`src/rtl/tile_collision_probe_if.sv`:
```
// Handshake and tile-map probe signals between movement logic, the collision
// probe and the tile-map read port.
interface tile_collision_probe_if;
  logic       start;
  logic [9:0] pos_x;
  logic [9:0] pos_y;
  logic [9:0] probe_x;
  logic [9:0] probe_y;
  logic [2:0] tile_in;
  logic       busy;
  logic       done;
  logic       hit;
  logic [3:0] hit_mask;

  modport master (
    output start, pos_x, pos_y, tile_in,
    input  probe_x, probe_y, busy, done, hit, hit_mask
  );

  modport slave (
    input  start, pos_x, pos_y, tile_in,
    output probe_x, probe_y, busy, done, hit, hit_mask
  );
endinterface

```
`src/rtl/tile_collision_probe.sv`:
```
// Walks the four sprite bounding-box corners through the tile map, one per
// cycle, and reports which corners land on solid tiles.
//
// state | meaning
// IDLE  | waiting for start; last result held on hit/hit_mask
// PROBE | corner idx on probe_x/probe_y, tile_in sampled at cycle end
// DONE  | one-cycle done pulse, result valid
module tile_collision_probe #(
  parameter int SPR_W      = 32,
  parameter int SPR_H      = 32,
  parameter int EMPTY_CODE = 0
) (
  input  logic                   clk,
  input  logic                   rst,
  tile_collision_probe_if.slave  bus
);

  typedef enum logic [1:0] {IDLE, PROBE, DONE} state_e;

  localparam logic [9:0] DX = 10'(SPR_W - 1);
  localparam logic [9:0] DY = 10'(SPR_H - 1);

  state_e     state_q, state_d;
  logic [9:0] x0_q, x0_d;
  logic [9:0] y0_q, y0_d;
  logic [1:0] idx_q, idx_d;
  logic [3:0] work_q, work_d;
  logic [3:0] mask_q, mask_d;
  logic [9:0] probe_x_q, probe_x_d;
  logic [9:0] probe_y_q, probe_y_d;
  logic       solid;

  // idx bit0 selects the right edge, bit1 the bottom edge; sums wrap mod 1024
  function automatic logic [19:0] corner(input logic [9:0] x, input logic [9:0] y,
                                         input logic [1:0] k);
    logic [9:0] cx;
    logic [9:0] cy;
    cx = x + (k[0] ? DX : 10'd0);
    cy = y + (k[1] ? DY : 10'd0);
    return {cx, cy};
  endfunction

  assign solid = (bus.tile_in != 3'(EMPTY_CODE));

  always_ff @(posedge clk) begin
    if (rst) begin
      state_q   <= IDLE;
      x0_q      <= '0;
      y0_q      <= '0;
      idx_q     <= '0;
      work_q    <= '0;
      mask_q    <= '0;
      probe_x_q <= '0;
      probe_y_q <= '0;
    end else begin
      state_q   <= state_d;
      x0_q      <= x0_d;
      y0_q      <= y0_d;
      idx_q     <= idx_d;
      work_q    <= work_d;
      mask_q    <= mask_d;
      probe_x_q <= probe_x_d;
      probe_y_q <= probe_y_d;
    end
  end

  always_comb begin
    state_d   = state_q;
    x0_d      = x0_q;
    y0_d      = y0_q;
    idx_d     = idx_q;
    work_d    = work_q;
    mask_d    = mask_q;
    probe_x_d = probe_x_q;
    probe_y_d = probe_y_q;
    unique case (state_q)
      IDLE: begin
        if (bus.start) begin
          x0_d                   = bus.pos_x;
          y0_d                   = bus.pos_y;
          idx_d                  = 2'd0;
          work_d                 = 4'b0000;
          {probe_x_d, probe_y_d} = corner(bus.pos_x, bus.pos_y, 2'd0);
          state_d                = PROBE;
        end
      end
      PROBE: begin
        work_d[idx_q] = solid;
        idx_d         = idx_q + 2'd1;
        if (idx_q == 2'd3) begin
          mask_d  = work_d;
          state_d = DONE;
        end else begin
          {probe_x_d, probe_y_d} = corner(x0_q, y0_q, idx_q + 2'd1);
        end
      end
      DONE: begin
        state_d = IDLE;
      end
      default: begin
        state_d = IDLE;
      end
    endcase
  end

  assign bus.probe_x  = probe_x_q;
  assign bus.probe_y  = probe_y_q;
  assign bus.busy     = (state_q == PROBE);
  assign bus.done     = (state_q == DONE);
  assign bus.hit_mask = mask_q;
  assign bus.hit      = |mask_q;

endmodule

```
`src/flat_wrapper.sv`:
```
// flat-port wrapper written by rule: the top's interface ports become plain ports
module tile_collision_probe_flat 
#(
  parameter int SPR_W      = 32,
  parameter int SPR_H      = 32,
  parameter int EMPTY_CODE = 0
)
  (clk, rst, bus_start, bus_pos_x, bus_pos_y, bus_tile_in, bus_probe_x, bus_probe_y, bus_busy, bus_done, bus_hit, bus_hit_mask);
  tile_collision_probe_if bus_i ();
  input  logic clk;
  input  logic rst;
  input wire logic [$bits(bus_i.start)-1:0] bus_start;
  input wire logic [$bits(bus_i.pos_x)-1:0] bus_pos_x;
  input wire logic [$bits(bus_i.pos_y)-1:0] bus_pos_y;
  input wire logic [$bits(bus_i.tile_in)-1:0] bus_tile_in;
  output wire logic [$bits(bus_i.probe_x)-1:0] bus_probe_x;
  output wire logic [$bits(bus_i.probe_y)-1:0] bus_probe_y;
  output wire logic [$bits(bus_i.busy)-1:0] bus_busy;
  output wire logic [$bits(bus_i.done)-1:0] bus_done;
  output wire logic [$bits(bus_i.hit)-1:0] bus_hit;
  output wire logic [$bits(bus_i.hit_mask)-1:0] bus_hit_mask;
  assign bus_i.start = bus_start;
  assign bus_i.pos_x = bus_pos_x;
  assign bus_i.pos_y = bus_pos_y;
  assign bus_i.tile_in = bus_tile_in;
  assign bus_probe_x = bus_i.probe_x;
  assign bus_probe_y = bus_i.probe_y;
  assign bus_busy = bus_i.busy;
  assign bus_done = bus_i.done;
  assign bus_hit = bus_i.hit;
  assign bus_hit_mask = bus_i.hit_mask;
  tile_collision_probe #(.SPR_W(SPR_W), .SPR_H(SPR_H), .EMPTY_CODE(EMPTY_CODE)) u_core (.clk(clk), .rst(rst), .bus(bus_i));
endmodule
```
`config.mk`:
```
export PLATFORM = sky130hd
export DESIGN_NAME = tile_collision_probe_flat
export DESIGN_NICKNAME = d
export VERILOG_FILES = /design/src/rtl/tile_collision_probe_if.sv /design/src/rtl/tile_collision_probe.sv /design/src/flat_wrapper.sv
export SDC_FILE = /design/constraint.sdc
export NUM_CORES = 1
export LEC_CHECK = 0
export ABC_AREA = 1
export BUFFER_PORTS_ARGS = -buffer_cell sky130_fd_sc_hd__buf_2
export CAP_MARGIN = 5
export CORE_ASPECT_RATIO = 0.5
export CORE_MARGIN = 2
export CORE_UTILIZATION = 30
export CTS_CLUSTER_SIZE = 24
export DETAILED_ROUTE_END_ITERATION = 12
export MAX_ROUTING_LAYER = met4
export PLACE_DENSITY = 0.61
export SYNTH_ARGS = -nofsm -noshare
export SYNTH_HDL_FRONTEND = slang
export SYNTH_SLANG_ARGS = --single-unit
export TNS_END_PERCENT = 1
```
`constraint.sdc`:
```
create_clock -name clk -period 2.3 [get_ports clk]
set_input_delay 0.115 -clock clk [delete_from_list [all_inputs] [get_ports clk]]
set_output_delay 0.115 -clock clk [all_outputs]
set_load 0.02 [all_outputs]
```
---- Word-level counts from Yosys, hierarchy flattened ----
Cells that the tools add are included.
storage, ports and cells
  register bits after elaboration ......... 52
  latch bits .............................. 0
  memory bits (writable) .................. 0
  bits in read-only memories .............. 0
  output and inout port bits .............. 27
  logic and storage cells ................. 47
  memories kept ........................... 0
cells by class
  add/sub/neg operators ................... 3
  multipliers ............................. 0
  div/mod/pow operators ................... 0
  $lt $le $gt $ge ......................... 2
  equality and inequality tests ........... 6
  shift operators ......................... 0
  muxes and demuxes ....................... 18
  bitwise logic cells ..................... 0
  reduce and logical (&&, ||, !) cells .... 10
operators by type and width
  operator               number
  $mux W10               4
  $pmux W10 S2           2
  $add A10 B10 Y10       2
  $mux W5                2
  $pmux W2 S2            2
  $pmux W4 S2            1
  $reduce_and A2 Y1      4
  $mux W2                3
  $bwmux W4              1
  $eq A2 B2 Y1 const B   2
  $mux W4                1
  $ne A2 B2 Y1 const B   2
  $reduce_or A4 Y1       1
  $lt A2 B3 Y1 const B   1
  $reduce_and A3 Y1      1
  $reduce_bool A3 Y1     1
  $add A2 B1 Y2 const B  1
  $demux W1 S2           1
  $eq A2 B1 Y1 const B   1
  $ge A2 B1 Y1 const B   1
  $logic_not A2 Y1       1
  $ne A2 B1 Y1 const B   1
  $reduce_bool A2 Y1     1
  $logic_and A1 B1 Y1    1
  $mux W1                1

---- Longest topological paths before layout ----
  word-level depth ........................ 6
  depth in mapped cells ................... 13
  mapped depth without buffers ............ 13

---- Least setup slack after synthesis ----
No wires, ideal clock.
  path kind ............................... reg-to-reg
  start ................................... register u_core.idx_q[0]
  end ..................................... register u_core.probe_y_q[6], in the netlist u_core.bus.probe_y[6]
  setup time .............................. 0.118 ns
  arrival ................................. 2.125 ns
  required time ........................... 2.182 ns
  setup slack ............................. 0.057 ns
  cell stages (with the launch flop) ...... 12
  buffers on the path ..................... 0
  clock period less this slack ............ 2.243 ns
  cell sequence ........................... dfxtp_1 inv_1 ha_1 ha_1 inv_1 fa_1 o21ai_0 nand2_1 nand2_1 nand2_1 nand3_1 a21oi_1
between the ends
  longest elaborated chain between the ends .. 5
  elaborated cells between the ends (all ways) .. 8
  those cells by class .................... add/sub (2); eq/ne (2); mux (3); reduce/logical (1)
ends and longest elaborated chain
  what                      RTL line                    text
  start: declaration        tile_collision_probe.sv:26  logic [1:0] idx_q, idx_d;
  start signal: assignment  tile_collision_probe.sv:59  idx_q <= idx_d;
  $add A2 B1 Y2             tile_collision_probe.sv:94  {probe_x_d, probe_y_d} = corner(x0_q, y0_q, idx_q + 2'd1);
  $mux W5                   tile_collision_probe.sv:39  cy = y + (k[1] ? DY : 10'd0);
  $add A10 B10 Y10          tile_collision_probe.sv:39
  $mux W10                  tile_collision_probe.sv:90  if (idx_q == 2'd3) begin
  $pmux W10 S2              tile_collision_probe.sv:76  unique case (state_q)
  end signal: assignment    tile_collision_probe.sv:63  probe_y_q <= probe_y_d;
  end: declaration          tile_collision_probe.sv:30  logic [9:0] probe_y_q, probe_y_d;
Parallel ways exist; a longest one is shown, timed or not. The select of a mux whose other input is x is not followed.
A chain may end at the register's enable or synchronous reset.

---- Worst setup path in the final report ----
  start ................................... register u_core.idx_q[0]
  end ..................................... register u_core.probe_x_q[6], in the netlist u_core.bus.probe_x[6]
between the ends
  longest elaborated chain between the ends .. 5
  elaborated cells between the ends (all ways) .. 8
  those cells by class .................... add/sub (2); eq/ne (2); mux (3); reduce/logical (1)
ends and longest elaborated chain
  what                    RTL line                    text
  $add A2 B1 Y2           tile_collision_probe.sv:94
  $mux W5                 tile_collision_probe.sv:38  cx = x + (k[0] ? DX : 10'd0);
  $add A10 B10 Y10        tile_collision_probe.sv:38
  $mux W10                tile_collision_probe.sv:90
  $pmux W10 S2            tile_collision_probe.sv:76
  end signal: assignment  tile_collision_probe.sv:62  probe_x_q <= probe_x_d;
  end: declaration        tile_collision_probe.sv:29  logic [9:0] probe_x_q, probe_x_d;
Parallel ways exist; a longest one is shown, timed or not. The select of a mux whose other input is x is not followed.

==> flow_summary.ini <==
[floorplan]
fp-row-count = 24
start_util_pct = 31.62
core-area_mm2 = 0.008889
die_h_um = 72.44
num_io_pins = 53
dieWidth_um = 140.9
fp.dieArea_mm2 = 0.01020

[cts]
tritoncts = built
post_cts_buffers = 0
cts_buffers = 5
clockRootBuffer = clkbuf_16
h-tree-depth = 2
clock_path_buffers = 2
clock-sinks = 51
clock_latency_ns = 0.29
path_clk_slew_ns = 0.07

[timing]
layout_setup_ws_ns = 0.2706
skew_ns = 0.005698
finalSetupTns_ns = 0
tightest_slew_ns = 0.4668
finalCritPeriodShare_pct = 88.24
slew_headroom_pct = 68.83
rsz0062_at_grt = no
setup_viol = 0
max_freq_mhz = 492.8
period_needed_ns = 2.029
slew_violations = 0
final_hold_viol_count = 0

[global_route]
antenna_found_initial = 0
grt_pass1_wl_mm = 12.23
grt_max_degree = 37
gr-total-overflow = 0
grt_pass1_vias = 2548
grt_use_total_pct = 15.43

[worst_setup_path]
path_class = flip-flop to flip-flop
path_max_fanout = 4
crit_required_ns = 2.53
crit_path_end_kind = flip-flop
crit_arrival_ns = 2.26
startpoint_type = flip-flop

[detailed_routing]
drt_iter0_drc = 143
viasPerCell = 4.794
drcViolationCount = 0
routedWlPerCell_um = 12.68
routed-via-count = 2723
firstDrtPassIters = 5
drtAntennaViolNets = 0
drt-total-wl_mm = 7.205

[power_and_ir_drop]
p_comb_share_pct = 25.9
seq_power_share_pct = 42.6
powerDensity_mw_per_mm2 = 706.0
internal_power_mw = 1.588
p_clk_share_pct = 31.5
total_power_mw = 2.369
p_switching_uw = 781.1
vdd_drop_max_mv = 0.3520
p_leak_nw = 1.519
switching_share_pct = 32.97

[layout]
seq_area_mm2 = 0.001022
antenna_cells = 0
multi_input_area_mm2 = 0.001592
syn_to_final_growth_pct = 19.41
nFillCells = 955
nNetsFinal = 492
layout-drive-gt1-share_pct = 20.84

[yosys]
ys_seq_elements = 51
synthDistinctLibCells = 34
synth_seq_area_share_pct = 36.33
syn_nets = 442
synthCells = 400
ys_warn_count = 0
syn_area_mm2 = 0.002810
avgSynthCellArea_um2 = 7.025

[place]
post-place-ws_ns = 0.08359
dp_hpwl_mm = 5.162
gp_congestion = 0.8918
portBuffers = 52

[hold_path]
hold_path.class = input port to flip-flop

[status]
status = finished, final reports clean

[job]
timing.max_cap.violations = 0
-- power by group through the flow --
stage,clock network (mW),registers (mW),logic [mW]
floorplan,0,1.06,0.395
detailed placement,0,1.03,0.605
global route,0.792,1.02,0.705
global placement,0,1.03,0.601
CTS,0.759,1.01,0.608
finish,0.746,1.01,0.615
-- worst max-delay path, cell delays in order, from the launching register on --
cell and delay, ns:
dfxtp_1 0.31, inv_1 0.15, ha_1 0.24, inv_1 0.07, fa_1 0.41, inv_1 0.07, nand2_1 0.08, o21ai_1 0.21
nand3_1 0.12, nand3_1 0.09, nand3_1 0.08, a21oi_1 0.13
-- what timing repair did --
item	4_1_cts	5_1_grt
gates resized for setup	0	11
endpoints found under the hold margin	0	0
hold buffers	0	0
endpoints found under the setup margin	0	6
-- synth_stat cells (all sizes together) --
library cell  instances  area (um^2)
or2                   8        52.56
o21ai                42        210.2
o211ai                1        12.51
nor3                  1        5.000
clkbuf                8        32.53
nand3                33        165.2
a211oi                3        22.52
ha                   14        175.2
a21oi                43        226.5
nand2b                2        12.51
inv                  35        133.9
nand3b                1        7.510
nand2                83        314.1
or4                   1        7.510
nor2                 51        220.2
fa                    2        40.04
xnor2                 1        8.760
a31oi                 3        18.77
nand4                 4        25.02
xor2                  4        35.03
buf                   9        63.81
dfxtp                51         1021
-- stage by stage --
step                      util [%]  cells  hold slack, ns  cell area (um^2)
final                        37.75    568         0.06055              3356
after global placement       35.78    560          0.3594              3181
after detailed placement     35.78    560          0.3629              3181
after global routing         37.75    568         0.07237              3356
after CTS                    37.37    568         0.05354              3322
after floorplan                  -    400          0.2499              2810
-- flip-flops by register name, summed over array words and instances, names as in the netlist --
name and count:
u_core.y0_q 10, u_core.bus.hit_mask 4, u_core.x0_q 10, u_core.bus.probe_y 10
u_core.state_q 2, u_core.idx_q 2, u_core.bus.probe_x 10, u_core.work_q 3
-- routing by layer --
layer / global-route usage, % / vias up / wire (um)
met3: 2.772 / 8 / 251
met5: - / - / 0
met4: 4.778 / 0 / 93
met1: 19.69 / 1260 / 3500
met2: 25.31 / 36 / 3359
li1: - / 1419 / -
-- final timing paths --
| path | slack (ns) | cells past startpoint | startpoint | end |
|---|---|---|---|---|
| setup / recovery | 0.27 | 11 | u_core.idx_q[0] | u_core.bus.probe_x[6] |
| hold / removal | 0.06 | 3 | bus_pos_x[3] | u_core.x0_q[3] |
| setup reg to reg | 0.27 | 11 | u_core.idx_q[0] | u_core.bus.probe_x[6] |
| hold reg to reg | 0.47 | 2 | u_core.bus.probe_x[7] | u_core.bus.probe_x[7] |
-- cells in the final DEF (no fill, tap or decap), drive strengths merged, types with 6 or more instances in the layout --
cell type / count
inv: 35
clkbuf: 6
buf: 60
nand3: 33
a21oi: 43
ha: 14
nand2: 83
nor2: 51
o21ai: 42
dfxtp: 51
or2: 8
-- cell type report --
| cell class | count | area share, % |
|---|---|---|
| multi-input cells | 297 | 47.43 |
| flip-flops and latches | 51 | 30.46 |
| repair buffers | 60 | 9.545 |
| well taps | 117 | 4.362 |
| inverters | 35 | 3.990 |
| clock buffers | 6 | 3.840 |
| clock inverters | 2 | 0.3729 |
-- kinds of logic after synthesis --
family / after synthesis / synth area share, %
AND/OR/NAND/NOR: 184 / 28.81
AO/OA/AOI/OAI: 92 / 17.45
buffers and inverters: 52 / 8.193
flip-flops: 51 / 36.33
adder cells (fa/ha/maj): 16 / 7.658
XOR/XNOR: 5 / 1.558
Power figures use the tool's default switching activity.
